===== config.mk =====
export PLATFORM = sky130hd
export DESIGN_NAME = mem_arbiter
export DESIGN_NICKNAME = d
export VERILOG_FILES = /design/src/rtl/mem_arbiter.sv
export SDC_FILE = /design/constraint.sdc
export NUM_CORES = 1
export LEC_CHECK = 0
export CAP_MARGIN = 20
export CORE_MARGIN = 4
export CORE_UTILIZATION = 44
export DETAILED_ROUTE_END_ITERATION = 16
export PLACE_DENSITY = 0.89
export SETUP_SLACK_MARGIN = 0.05
export SLEW_MARGIN = 20
export SYNTH_ARGS = -nofsm -noshare
export SYNTH_HDL_FRONTEND = slang
export SYNTH_SLANG_ARGS = --single-unit

===== constraint.sdc =====
create_clock -name clk_i -period 2.9 [get_ports clk_i]
set_input_delay 0.58 -clock clk_i [delete_from_list [all_inputs] [get_ports clk_i]]
set_output_delay 0.58 -clock clk_i [all_outputs]
set_load 0.1 [all_outputs]

===== src/rtl/mem_arbiter.sv =====
// Three-way arbiter sharing one memory port between an icache refill port and
// separate dcache read/write ports, with starvation relief and access timeout.
module mem_arbiter #(
    parameter logic [7:0] TIMEOUT = 8'd255,
    parameter logic [2:0] STARVE  = 3'd4
) (
    input  logic        clk_i,
    input  logic        rst_ni,

    input  logic        ireq_i,
    input  logic [31:0] iadr_i,
    output logic [31:0] irdata_o,
    output logic        ival_o,
    output logic        ierr_o,

    input  logic        drreq_i,
    input  logic [31:0] dradr_i,
    input  logic        dwreq_i,
    input  logic [31:0] dwadr_i,
    input  logic [31:0] dwdata_i,
    output logic [31:0] drdata_o,
    output logic        dval_o,
    output logic        derr_o,

    output logic        m_req_o,
    output logic        m_we_o,
    output logic [31:0] m_adr_o,
    output logic [31:0] m_wdata_o,
    input  logic [31:0] m_rdata_i,
    input  logic        m_val_i,

    output logic [1:0]  owner_o,
    output logic        busy_o
);

    // state  | meaning
    // IDLE   | no transfer; arbitrate on every edge with a request present
    // ACCESS | memory port driven for the owner; wait for m_val or timeout
    // DONE   | one-cycle val/err pulse to the owner, then back to IDLE
    typedef enum logic [1:0] {
        S_IDLE   = 2'd0,
        S_ACCESS = 2'd1,
        S_DONE   = 2'd2
    } state_t;

    localparam logic [1:0] OWN_NONE = 2'd0;
    localparam logic [1:0] OWN_I    = 2'd1;
    localparam logic [1:0] OWN_DR   = 2'd2;
    localparam logic [1:0] OWN_DW   = 2'd3;

    state_t      state_q, state_d;
    logic [1:0]  owner_q, owner_d;
    logic        m_req_q, m_req_d;
    logic        m_we_q, m_we_d;
    logic [31:0] m_adr_q, m_adr_d;
    logic [31:0] m_wdata_q, m_wdata_d;
    logic [31:0] irdata_q, irdata_d;
    logic [31:0] drdata_q, drdata_d;
    logic        ival_q, ival_d;
    logic        ierr_q, ierr_d;
    logic        dval_q, dval_d;
    logic        derr_q, derr_d;
    logic        busy_q, busy_d;
    logic [2:0]  starve_q, starve_d;
    logic [7:0]  tmo_q, tmo_d;

    logic        any_req;
    logic        timeout_hit;
    logic [1:0]  grant;
    logic [31:0] grant_adr;

    assign any_req     = ireq_i | drreq_i | dwreq_i;
    assign timeout_hit = (tmo_q == (TIMEOUT - 8'd1));

    // icache overrides the fixed priority once dcache has won STARVE times in a row
    always_comb begin
        grant     = OWN_NONE;
        grant_adr = 32'd0;
        if (ireq_i && (starve_q == STARVE)) begin
            grant     = OWN_I;
            grant_adr = iadr_i;
        end else if (dwreq_i) begin
            grant     = OWN_DW;
            grant_adr = dwadr_i;
        end else if (drreq_i) begin
            grant     = OWN_DR;
            grant_adr = dradr_i;
        end else if (ireq_i) begin
            grant     = OWN_I;
            grant_adr = iadr_i;
        end
    end

    always_ff @(posedge clk_i or negedge rst_ni) begin
        if (!rst_ni) begin
            state_q <= S_IDLE;
        end else begin
            state_q <= state_d;
        end
    end

    always_comb begin
        state_d = state_q;
        case (state_q)
            S_IDLE: begin
                if (any_req) state_d = S_ACCESS;
            end
            S_ACCESS: begin
                if (m_val_i || timeout_hit) state_d = S_DONE;
            end
            S_DONE: begin
                state_d = S_IDLE;
            end
            default: begin
                state_d = S_IDLE;
            end
        endcase
    end

    always_comb begin
        owner_d   = owner_q;
        m_adr_d   = m_adr_q;
        m_wdata_d = m_wdata_q;
        irdata_d  = irdata_q;
        drdata_d  = drdata_q;
        starve_d  = starve_q;
        tmo_d     = 8'd0;
        ival_d    = 1'b0;
        ierr_d    = 1'b0;
        dval_d    = 1'b0;
        derr_d    = 1'b0;

        case (state_q)
            S_IDLE: begin
                if (!ireq_i) starve_d = 3'd0;
                if (any_req) begin
                    owner_d = grant;
                    m_adr_d = grant_adr;
                    if (grant == OWN_DW) m_wdata_d = dwdata_i;
                    if (grant == OWN_I) begin
                        starve_d = 3'd0;
                    end else if (ireq_i) begin
                        starve_d = (starve_q == STARVE) ? STARVE : starve_q + 3'd1;
                    end
                end
            end
            S_ACCESS: begin
                tmo_d = tmo_q + 8'd1;
                // m_val on the timeout edge still counts as a completion
                if (m_val_i) begin
                    case (owner_q)
                        OWN_I: begin
                            irdata_d = m_rdata_i;
                            ival_d   = 1'b1;
                        end
                        OWN_DR: begin
                            drdata_d = m_rdata_i;
                            dval_d   = 1'b1;
                        end
                        OWN_DW: begin
                            dval_d   = 1'b1;
                        end
                        default: ;
                    endcase
                end else if (timeout_hit) begin
                    case (owner_q)
                        OWN_I: begin
                            irdata_d = 32'd0;
                            ierr_d   = 1'b1;
                        end
                        OWN_DR, OWN_DW: begin
                            drdata_d = 32'd0;
                            derr_d   = 1'b1;
                        end
                        default: ;
                    endcase
                end
            end
            S_DONE: begin
                owner_d = OWN_NONE;
            end
            default: begin
                owner_d = OWN_NONE;
            end
        endcase

        m_req_d = (state_d == S_ACCESS);
        m_we_d  = (state_d == S_ACCESS) && (owner_d == OWN_DW);
        busy_d  = (state_d != S_IDLE);
    end

    always_ff @(posedge clk_i or negedge rst_ni) begin
        if (!rst_ni) begin
            owner_q   <= OWN_NONE;
            m_req_q   <= 1'b0;
            m_we_q    <= 1'b0;
            m_adr_q   <= 32'd0;
            m_wdata_q <= 32'd0;
            irdata_q  <= 32'd0;
            drdata_q  <= 32'd0;
            ival_q    <= 1'b0;
            ierr_q    <= 1'b0;
            dval_q    <= 1'b0;
            derr_q    <= 1'b0;
            busy_q    <= 1'b0;
            starve_q  <= 3'd0;
            tmo_q     <= 8'd0;
        end else begin
            owner_q   <= owner_d;
            m_req_q   <= m_req_d;
            m_we_q    <= m_we_d;
            m_adr_q   <= m_adr_d;
            m_wdata_q <= m_wdata_d;
            irdata_q  <= irdata_d;
            drdata_q  <= drdata_d;
            ival_q    <= ival_d;
            ierr_q    <= ierr_d;
            dval_q    <= dval_d;
            derr_q    <= derr_d;
            busy_q    <= busy_d;
            starve_q  <= starve_d;
            tmo_q     <= tmo_d;
        end
    end

    assign owner_o   = owner_q;
    assign m_req_o   = m_req_q;
    assign m_we_o    = m_we_q;
    assign m_adr_o   = m_adr_q;
    assign m_wdata_o = m_wdata_q;
    assign irdata_o  = irdata_q;
    assign drdata_o  = drdata_q;
    assign ival_o    = ival_q;
    assign ierr_o    = ierr_q;
    assign dval_o    = dval_q;
    assign derr_o    = derr_q;
    assign busy_o    = busy_q;

endmodule

==> flow_summary.yaml, run 1 <==
sta:
  tightest_slew_ps: 497
  rsz0062_at_grt: "false"
  setup-tns-final_ps: 0
  relSlewSlack: 0.669
  drv_slew: 0
  finalSetupViolCount: 0
  period_needed_ps: 2000
  fmax_mhz: 500
  fin_crit_sh: 0.690
  finClkSkew_ps: 6.23
  hold_viol: 0
global_route:
  antenna_found_initial: 0
  grt_max_degree: 78
  grt_overflow: 0
  gr-usage-all-layers: 0.225
  grt_pass1_wl_um: 29200
  grt_pass1_vias: 5682
synthesis:
  ys_types: 41
  ys_ff_latch: 150
  syn-num-nets: 695
  synth.avg_cell_area_um2: 12.0
  ys_seq_area_frac: 0.594
  ys_warn_count: 0
  synth_top_area_cell: "dfrtp_1"
  synthCells: 525
  synth_top_area_share: 0.594
  synth.cell_area_mm2: 0.00632
  synth_area_leaders: "dfrtp_1, a22o_1, mux2_2"
critical_path:
  worstSetupStartpointType: "primary input"
  end_kind: "flop"
  crit_arrival_ps: 2300
  critPathRequiredTime_ps: 3200
  critical_path_class: "primary input to flop"
  critPathMaxFanout: 32
final_layout:
  drive_gt1_frac: 0.265
  multi_input_area_mm2: 0.00232
  fillers: 960
  fin_nets: 989
  most-common-layout-cells: "clkdlybuf4s50_1, dfrtp_1, buf_4"
  area_delta_synth_final_pct: 53.6
  register_area_mm2: 0.00375
  diodes: 0
  layout_commonest_cell: "clkdlybuf4s50_1"
detailed_routing:
  routed_wl_um: 18800
  drc: 0
  viasPerCell: 5.38
  firstDrtPassIters: 5
  ant_nets: 0
  wl_per_cell_um: 18.6
  first_iter_violations: 306
  vias: 5434
floorplan:
  coreArea_mm2: 0.0140
  die-area_mm2: 0.0164
  initial_core_util: 0.452
  rows: 43
  fp.dieW_um: 128
  io_pins: 303
  fp.dieH_um: 128
clock_tree:
  cts_setup_buffers: 0
  cts_max_path_buffers: 2
  cts_sinks: 150
  cts_max_level: 4
  cts.repair.resized: 0
  insertion_delay_ps: 420
  root_buffer: "clkbuf_16"
  clk_pin_slew_ps: 60
  cts_tree: "built"
  numCtsBuffers: 17
  ctsHoldBuffers: 0
run_status:
  outcome: "completed"
job:
  drv_cap: 0
hold_path:
  hold_class: "primary input to asynchronous set/reset pin"
place:
  hpwl_um: 14100
  port_buffers: 302
  routabilityCongestion: 0.869
routing by layer:
metal | vias up | wire length (um) | GRT usage
met3 | 45 | 1760 | 0.0713
met2 | 292 | 9560 | 0.391
li1 | 2488 | - | -
met5 | - | 0 | 0
met4 | 0 | 522 | 0.0880
met1 | 2609 | 6980 | 0.260
synthesized netlist by cell type (all sizes together):
master and n:
o221ai 1, o31ai 2, and2 2, a31oi 1, nand3 38, o32a 1
nor3b 1, and4 1, xor2 5, buf 29, and3 3, o41ai 1
nor2 16, mux2i 31, or3 1, mux2 32, nand3b 1, xnor2 1
o21ai 70, clkbuf 12, nand4 5, dfrtp 150, a21oi 2, inv 6
nor2b 5, nand2 36, a22o 64, and3b 1, nand2b 1, nor4b 1
or2 1, ha 4
metrics by stage:
step           area [um2]  utilization  setup WS, ps  hold slack, ps  std cells
2_1_floorplan        6320            -           871             284        525
3_3_place_gp         9120        0.652           540             465        980
3_5_place_dp         9120        0.652           489             472        980
4_1_cts              9710        0.694           922            94.0       1010
5_1_grt              9710        0.694           815             112       1010
6_report             9710        0.694           900            86.7       1010
state kept, by name, summed over array words and instances, names as in the netlist:
name	cells
tmo_q	8
ival_o	1
drdata_o	32
owner_o	2
m_adr_o	32
busy_o	1
m_wdata_o	32
starve_q	3
ierr_o	1
state_q	2
m_req_o	1
irdata_o	32
m_we_o	1
derr_o	1
dval_o	1
layout make-up:
cell class	instances	share of cell area
sequential	150	0.386
timing repair buffer	316	0.288
multi-input combinational	328	0.239
clock buffer	22	0.0488
tap	180	0.0232
clock inverter	8	0.0128
inverter	6	0.00232
logic make-up after synthesis:
logic type,share of synthesized area
muxes,0.106
xor gates and xnor gates,0.00831
DFF,0.594
AOI/OAI and AO/OA,0.155
adders and majority gates,0.00791
buffers and inverters,0.0414
and+or+nand+nor,0.0877
final timing paths:
kind                       slack [ps]                       end                     from  cells after the start
max                               900  m_wdata_o[8]$_DFFE_PN0P_                   ireq_i                      5
min                                90  m_wdata_o[1]$_DFFE_PN0P_                   rst_ni                      1
max reg2reg                       950  irdata_o[12]$_DFFE_PN0P_     state_q[1]$_DFF_PN0_                      5
min reg2reg                       470   m_adr_o[15]$_DFFE_PN0P_  m_adr_o[15]$_DFFE_PN0P_                      2
max in group asynchronous        2060   irdata_o[5]$_DFFE_PN0P_                   rst_ni                      2
min in group clk_i                470   m_adr_o[15]$_DFFE_PN0P_  m_adr_o[15]$_DFFE_PN0P_                      2
critical path, cell delays in order:
cell	delay (ps)
clkdlybuf4s50_1	660
nand3_1	170
nand3_2	100
buf_4	370
mux2_2	400
Power of run 1 is left out: the tool's default activity adds up to more than one toggle a clock period on the data nets, which glitch-free logic cannot reach.
==> run 2: changes to the inputs <==
Settings changed: CORE_UTILIZATION 44 to 41, PLACE_DENSITY 0.89 to 0.84.
Clock period 2.9 ns to 1.86 ns, I/O delays scaled along.
==> run 2 against run 1 <==
  * Worst hold slack improved by 360 ps
  * Wire length increased by 12%
  * Sequential share of layout area is 6.3 points lower
  * Clock skew up 2.8 ps
  * Global-route usage up 1.7 points
  * Core utilization increased by 7.2 points
  * First-iteration DRC count rose by 7.5%
  * Clock-buffer cell count is 3 higher
  * Via count grew 0.81%
  * Critical path type is now flop to flop
==> flow_summary.yaml, run 2 (synthesis gave the netlist of run 1 again) <==
place:
  port_buffers: 302
  pre_cts_slack_ps: -33.1
  hpwl_um: 15700
  routabilityCongestion: 0.828
detailed_routing:
  vias: 5478
  firstDrtPassIters: 5
  drc: 0
  wl_per_cell_um: 20.5
  routed_wl_um: 21100
  first_iter_violations: 329
  ant_nets: 0
  viasPerCell: 5.31
sta:
  setup_slack_ps: 180
  drv_slew: 0
  relSlewSlack: 0.742
  rsz0062_at_grt: "false"
  tightest_slew_ps: 386
  hold_viol: 0
  period_needed_ps: 1680
  fmax_mhz: 595
  finalSetupViolCount: 0
  finClkSkew_ps: 9.01
  fin_crit_sh: 0.903
clock_tree:
  cts_sinks: 150
  cts_tree: "built"
  cts_max_path_buffers: 2
  numCtsBuffers: 17
  clk_pin_slew_ps: 60
  cts_max_level: 4
  insertion_delay_ps: 420
  root_buffer: "clkbuf_16"
critical_path:
  cp_cell_sequence: "inv_1 > ha_1 > nand3_1 > nand3_2 > buf_12 > mux2_1"
  crit_arrival_ps: 1960
  slowest_stage: "mux2_1"
  end_kind: "flop"
  worstSetupStartpointType: "flop"
  critPathMaxFanout: 32
  critical_path_class: "flop to flop"
  max_stage_delay_ps: 410
  path_buf_inv: 2
  crit_family: "multiplexers"
  critPathRequiredTime_ps: 2140
final_layout:
  layout_commonest_cell: "clkdlybuf4s50_1"
  diodes: 0
  drive_gt1_frac: 0.280
  fin_nets: 1001
  most-common-layout-cells: "clkdlybuf4s50_1, dfrtp_1, buf_12"
  area_delta_synth_final_pct: 83.6
floorplan:
  fp.dieW_um: 132
  coreArea_mm2: 0.0151
  fp.dieH_um: 132
  initial_core_util: 0.418
  die-area_mm2: 0.0175
  io_pins: 303
  rows: 45
global_route:
  grt_pass1_wl_um: 32900
  grt_max_degree: 46
  grt_pass1_vias: 5634
  antenna_found_initial: 0
  grt_overflow: 0
  gr-usage-all-layers: 0.243
run_status:
  outcome: "completed"
hold_path:
  hold_class: "primary input to asynchronous set/reset pin"
job:
  drv_cap: 0
[run 2: final cells by class]
cell class	count	area (um2)
clock inverters	7	91.3
clock buffers	25	515
repair buffers	328	4660
flip-flops and latches	150	3760
fillers	887	3530
well taps	188	235
inverters	6	22.5
multi-input cells	328	2330
[run 2: stage by stage]
stage,hold slack [ps],area [um2],utilization,std cells,TNS (ps)
3_3_place_gp,307,11000,0.725,999,0
5_1_grt,466,11600,0.767,1032,0
4_1_cts,431,11600,0.766,1032,0
2_1_floorplan,76.4,6330,-,525,0
6_report,444,11600,0.767,1032,0
3_5_place_dp,307,11000,0.725,999,-179
[run 2: worst register-to-register path, cell delays in order (launching register included)]
cell and delay [ps]:
dfrtp_1 380, inv_1 100, ha_1 200, nand3_1 120
nand3_2 110, buf_12 220, mux2_1 410
[run 2: layer usage]
metal,global-route usage,vias up,part of all wire,routed length [um]
met1,0.275,2645,0.36,7660
met5,0,-,0,0
met4,0.0837,0,0.026,556
li1,-,2512,-,-
met3,0.0870,39,0.092,1940
met2,0.426,282,0.52,11000
[run 2: worst paths after layout]
check	slack [ps]	cells after the start	endpoint	from
setup / recovery	180	6	m_wdata_o[7]$_DFFE_PN0P_	starve_q[0]$_DFFE_PN0P_
hold / removal	440	2	m_wdata_o[7]$_DFFE_PN0P_	rst_ni
setup reg to reg	180	6	m_wdata_o[7]$_DFFE_PN0P_	starve_q[0]$_DFFE_PN0P_
hold reg to reg	500	1	owner_o[0]$_DFF_PN0_	state_q[1]$_DFF_PN0_
max in group asynchronous	850	3	irdata_o[7]$_DFFE_PN0P_	rst_ni
min in group clk_i	500	1	owner_o[0]$_DFF_PN0_	state_q[1]$_DFF_PN0_
[run 2: what timing repair did]
item | 4_1_cts | 5_1_grt
setup buffers | 0 | 0
hold buffers | 1 | 0
hold endpoints to repair | 35 | 0
gates resized for setup | 0 | 1
endpoints found under the setup margin | 0 | 6
Power of run 2 is left out for the same reason.
